### src/rtl/regfile_sb.sv
// regfile_sb: parametrised register bank with two prioritised write ports
// (wr1 over wr0), NRD registered read ports and a per-register busy
// scoreboard for read-after-write hazard detection by the issue stage.
// Optional macro REGFILE_BYPASS_EN: when defined, reads sampled at an edge
// see that edge's writes and scoreboard updates; otherwise reads see the
// state from before the edge.
module regfile_sb #(
  parameter int XLEN = 32,
  parameter int AW   = 5,
  parameter int NRD  = 2
) (
  input  logic                clock,
  input  logic                reset,
  input  logic [NRD*AW-1:0]   rd_addr,
  output logic [NRD*XLEN-1:0] rd_data,
  output logic [NRD-1:0]      rd_busy,
  input  logic                wr0_en,
  input  logic [AW-1:0]       wr0_addr,
  input  logic [XLEN-1:0]     wr0_data,
  input  logic                wr1_en,
  input  logic [AW-1:0]       wr1_addr,
  input  logic [XLEN-1:0]     wr1_data,
  input  logic                iss_en,
  input  logic [AW-1:0]       iss_rd,
  output logic [AW:0]         busy_cnt
);

  localparam int NREGS = 2**AW;

  logic [XLEN-1:0]     regs [NREGS];
  logic [NREGS-1:0]    busy;
  logic [NREGS-1:0]    busy_nxt;
  logic                wr0_ok;
  logic                wr1_ok;
  logic                iss_ok;
  logic [NRD*XLEN-1:0] rd_data_nxt;
  logic [NRD-1:0]      rd_busy_nxt;

  // Number of set bits in the busy vector; cannot exceed NREGS-1 since bit 0 is never set.
  function automatic logic [AW:0] popcount(input logic [NREGS-1:0] v);
    logic [AW:0] c;
    c = '0;
    for (int i = 0; i < NREGS; i++) c = c + {{AW{1'b0}}, v[i]};
    return c;
  endfunction

  // Register 0 is hardwired: writes and issues targeting it are dropped.
  assign wr0_ok = wr0_en && (wr0_addr != '0);
  assign wr1_ok = wr1_en && (wr1_addr != '0);
  assign iss_ok = iss_en && (iss_rd != '0);

  // Scoreboard update: writes retire the producer, a same-edge issue re-claims the register.
  always_comb begin
    busy_nxt = busy;
    if (wr0_ok) busy_nxt[wr0_addr] = 1'b0;
    if (wr1_ok) busy_nxt[wr1_addr] = 1'b0;
    if (iss_ok) busy_nxt[iss_rd] = 1'b1;
    busy_nxt[0] = 1'b0;
  end

  // Read-port selection; address 0 always yields zero data and not-busy.
  always_comb begin
    rd_data_nxt = '0;
    rd_busy_nxt = '0;
    for (int k = 0; k < NRD; k++) begin
      if (rd_addr[k*AW +: AW] != '0) begin
`ifdef REGFILE_BYPASS_EN
        if (wr1_ok && (wr1_addr == rd_addr[k*AW +: AW]))
          rd_data_nxt[k*XLEN +: XLEN] = wr1_data;
        else if (wr0_ok && (wr0_addr == rd_addr[k*AW +: AW]))
          rd_data_nxt[k*XLEN +: XLEN] = wr0_data;
        else
          rd_data_nxt[k*XLEN +: XLEN] = regs[rd_addr[k*AW +: AW]];
        rd_busy_nxt[k] = busy_nxt[rd_addr[k*AW +: AW]];
`else
        rd_data_nxt[k*XLEN +: XLEN] = regs[rd_addr[k*AW +: AW]];
        rd_busy_nxt[k] = busy[rd_addr[k*AW +: AW]];
`endif
      end
    end
  end

  // Register storage; wr1 is applied last so it overrides wr0 on the same address.
  always_ff @(posedge clock) begin
    if (reset) begin
      for (int i = 0; i < NREGS; i++) regs[i] <= '0;
    end else begin
      if (wr0_ok) regs[wr0_addr] <= wr0_data;
      if (wr1_ok) regs[wr1_addr] <= wr1_data;
    end
  end

  // Scoreboard state, busy count and registered read outputs.
  always_ff @(posedge clock) begin
    if (reset) begin
      busy     <= '0;
      busy_cnt <= '0;
      rd_data  <= '0;
      rd_busy  <= '0;
    end else begin
      busy     <= busy_nxt;
      busy_cnt <= popcount(busy_nxt);
      rd_data  <= rd_data_nxt;
      rd_busy  <= rd_busy_nxt;
    end
  end

endmodule

### config.mk
export PLATFORM = sky130hd
export DESIGN_NAME = regfile_sb
export DESIGN_NICKNAME = d
export VERILOG_FILES = /design/src/rtl/regfile_sb.sv
export SDC_FILE = /design/constraint.sdc
export NUM_CORES = 2
export LEC_CHECK = 0
export CORE_MARGIN = 2
export CORE_UTILIZATION = 50
export CTS_CLUSTER_DIAMETER = 40
export DETAILED_ROUTE_END_ITERATION = 12
export PLACE_DENSITY = 0.74
export SETUP_SLACK_MARGIN = 0.15
export SKIP_LAST_GASP = 1
export SLEW_MARGIN = 20
export SYNTH_ARGS = -nofsm -noshare
export SYNTH_HDL_FRONTEND = slang
export SYNTH_SLANG_ARGS = --single-unit
### constraint.sdc
create_clock -name clock -period 7.1 [get_ports clock]
set_clock_uncertainty 0.1 [all_clocks]
set_input_delay 0.71 -clock clock [delete_from_list [all_inputs] [get_ports clock]]
set_output_delay 0.71 -clock clock [all_outputs]
set_load 0.03 [all_outputs]
==> out/results.env <==
AVGROUTEDWIREPERCELL_UM=40.80
HOLD_VIOL=0
SYNTHTOLAYOUTAREAGROWTH_PCT=12.77
SYNTH-MAIN-FF-CELL='sky130_fd_sc_hd__edfxtp_1'
VIAS=45480
INSERTION_DELAY_PS=810
SETUP.WORST_PATH.START_CLASS='input pin'
MOST-COMMON-LAYOUT-CELLS='1024 x sky130_fd_sc_hd__edfxtp_1, 1002 x sky130_fd_sc_hd__a22o_1, 526 x sky130_fd_sc_hd__mux4_2'
SEQUENTIALPOWERSHARE_PCT=43.6
VIA_PER_INST=7.955
FMAX_MHz=159.7
POSTSYNTH.ASYNCRESETSHARE_PCT=0
TIMING.HOLD.WORST.CLASS='in2reg'
DETAILED_ROUTING_ITERATION_COUNT_FOR_THE_PRE_ANTENNA_REPAIR_PASS=7
SYNTHESIS.AREA_PER_INSTANCE_UM2=15.55
ROW_COUNT=129
WORSTHOLDSTART='reset'
NUMBER_OF_CELLS_ON_THE_WORST_REG_TO_REG_PATH=15
POST_CTS_REPAIR_SETUP_BUFFERS=0
CLOCK_TREE.BUFFER_DEPTH=3
ANT_NETS=0
LAYOUT.NETS=4065
IR_WORST_VDD_mV=0.2495
DIE_HEIGHT_UM=358.0
LEAKAGEPOWER_uW=0.02440
NUMCTSBUFFERS=157
REMAINING_DRC_ERRORS=0
WORST_HOLD_PATH.ENDPOINT='busy[18]$_SDFF_PP0_'
SYNTH.YOSYS.SEQ_AREA_SHARE_PCT=52.36
WORSTREG2REGEND='busy_cnt[4]$_SDFF_PP0_'
SYNTHESIS.YOSYS.WARNINGS=0
WORST-ENDPOINT-REQUIRED_PS=7660
CTS_REPAIR_RESIZE_COUNT=0
COMB_POWER_SHARE_PCT=11.9
FINAL-SETUP-VIOL-COUNT=0
CTS.SINK_COUNT=1127
GRT_PASS1_VIAS=44930
PERIOD_SHARE_PCT=88.17
TIGHTEST_SLEW_PS=1220
SYNTH_EDF_COUNT=1024
OUTCOME='complete, no violations'
NUMBER_OF_ANTENNA_VIOLATIONS_AT_THE_FIRST_CHECK_IN_GLOBAL_ROUTING=13
UNIQUE_MASTERS_POST_SYNTH=64
GR-USAGE-ALL-LAYERS_PCT=36.15
R2R_SLACK_PS=1830
START_UTIL_PCT=50.56
SLEW_HEADROOM_PCT=18.41
FIN_HOLD_WS_PS=193.4
MOST_COMMON_CELL_AFTER_LAYOUT_FILL_AND_TAPS_ASIDE='sky130_fd_sc_hd__edfxtp_1'
CRITICAL_PATH_ARRIVAL_PS=6820
DESIGN.CORE.AREA_MM2=0.1240
POWER.CLOCK.FRACTION_PCT=44.5
CELLPOWERDENSITY_mW_PER_MM2=256.1
CLKSLEWWORSTSETUPHOLDPATHS_PS=50
POWER_SWITCHING_SHARE_PCT=26.07
SYNTHCELLS=4031
FIN_CRIT_PS=6260
DRTITER0DRC=7571
SETUP.WORST_PATH.START='wr0_addr[4]'
DRT_WL_TOTAL_UM=233300
FINAL-MAX-SLEW-VIOLATION-COUNT=0
HOLD_DEPTH=2
FILL_CELLS=9397
CRIT-REG2REG-LAUNCH='busy[24]$_SDFF_PP0_'
FINALSETUPTNS_PS=0
FLOORPLAN.IO_PINS=166
TOTAL_OF_MAX_CAP_VIOLATIONS=0
HTREE_NUM_LEVELS=4
P_INT_uW=13380
YS_SEQ_ELEMENTS=1127
CRITPATHKIND='in2reg'
POST-DP-HPWL_UM=121400
GRT_SETUP_UNREPAIRED='false'
PORT_BUFFERS=165
CRITICAL_PATH.MAX_FANOUT=13
POST_ROUTE_CELLS_DRIVE_ABOVE_1_SHARE_PCT=27.40
GRT_PASS1_WL_UM=325100
END_KIND='flop'
DIEAREA_MM2=0.1282
GRT.OVERFLOW.TOTAL=0
GPL.FINAL_WEIGHTED_CONGESTION=0.9093
CLOCKROOTBUFFER='sky130_fd_sc_hd__clkbuf_16'
POWER.NET_SWITCHING_uW=4718
CTS_HOLD_BUFFERS=0
FP.DIEW_UM=358.0
MAXIMUM_NUMBER_OF_PINS_ON_ONE_NET_BEFORE_GLOBAL_ROUTE_REPAIR=126
TRITONCTS='yes'
NETLIST_AREA_MM2=0.06267
layer usage:
layer / routed length, µm / vias to the layer above / global-route usage (%)
met5: 87 / - / 0
met4: 16650 / 12 / 22.08
met3: 36610 / 1142 / 14.03
met2: 104200 / 4592 / 54.49
met1: 75770 / 22790 / 44.01
li1: - / 16940 / -
power groups by stage:
stage / logic [µW] / registers [µW] / clock network (µW)
after floorplan: 1310 / 8030 / 0
after global placement: 2090 / 7970 / 0
after detailed placement: 2100 / 8010 / 0
after CTS: 2110 / 7870 / 8060
after global routing: 2210 / 7920 / 8320
final: 2150 / 7890 / 8060
metrics by stage:
step                worst slack (ps)  std cells  cell area [µm²]  total power, µW  utilization (%)
floorplan                       1083       4062            62780             9334                -
global placement               158.8       5418            65540            10050            52.87
detailed placement             85.84       5418            65490            10110            52.83
CTS                            899.7       5706            70850            18050            57.15
global route                   585.2       5711            70650            18450            56.99
finish                         840.1       5718            70670            18100            57.01
sequential cells by signal, indices dropped and copies added, names as in the netlist:
name and cells:
regs 1024, rd_data 64, busy_cnt 6, rd_busy 2, busy 31
Yosys cell counts, drive strengths merged, types with 9 or more instances:
cell type     n  area share, %
inv          33           0.20
clkbuf      318            1.9
nor2         59           0.35
nor2b         9          0.090
and3          9          0.090
a22oi        10           0.12
mux4        526             19
o221ai       65           0.91
fa           23           0.73
a22o       1002             14
dfxtp       103            3.3
edfxtp     1024             49
mux2i       267            4.3
o22a         65           0.91
a32oi        16           0.22
nor3b        19           0.36
buf         284            2.5
nand3        26           0.22
nand2        67           0.40
and2         19           0.19
area by class of cell:
cell class	count	area, µm²	area share (%)
inverter	33	123.9	0.1753
tap	1637	2048	2.898
multi-input combinational	2300	27640	39.11
clock inverter	109	1242	1.758
clock buffer	179	4116	5.825
sequential	1127	32810	46.43
timing repair buffer	322	2660	3.764
antenna	11	27.53	0.03895
critical path: stages:
cell and delay [ps]:
sky130_fd_sc_hd__clkdlybuf4s50_1 810, sky130_fd_sc_hd__and4b_1 400, sky130_fd_sc_hd__nand2_1 180, sky130_fd_sc_hd__a32oi_1 340, sky130_fd_sc_hd__fa_1 510, sky130_fd_sc_hd__fa_1 500
sky130_fd_sc_hd__inv_1 60, sky130_fd_sc_hd__fa_1 500, sky130_fd_sc_hd__fa_1 590, sky130_fd_sc_hd__fa_1 460, sky130_fd_sc_hd__fa_1 560, sky130_fd_sc_hd__fa_1 200
sky130_fd_sc_hd__inv_1 60, sky130_fd_sc_hd__fa_1 430, sky130_fd_sc_hd__nor2b_1 160, sky130_fd_sc_hd__o21ai_0 110, sky130_fd_sc_hd__a21boi_0 180, sky130_fd_sc_hd__nor3_1 70
kinds of logic (layout without fill, tap and decap cells):
kind of cell,Yosys count,count (layout),synth area share (%)
AND/OR/NAND/NOR,262,262,2.456
AO/OA/AOI/OAI,1182,1182,16.54
XOR/XNOR,1,1,0.01398
other,1,43,0.005984
adder cells (fa/ha/maj),30,30,0.8745
buffers and inverters,635,643,4.582
multiplexers,793,793,23.17
flip-flops,1127,1127,52.36
worst max path at each step:
stage | slack [ps] | to
2_1_floorplan | 1080 | busy_cnt[4]$_SDFF_PP0_
6_report | 840 | busy_cnt[4]$_SDFF_PP0_
4_1_cts | 900 | busy_cnt[4]$_SDFF_PP0_
5_1_grt | 590 | busy_cnt[4]$_SDFF_PP0_
3_3_place_gp | 160 | busy_cnt[4]$_SDFF_PP0_
3_5_place_dp | 90 | busy_cnt[4]$_SDFF_PP0_
No activity file was read; power rests on OpenSTA's default activity.
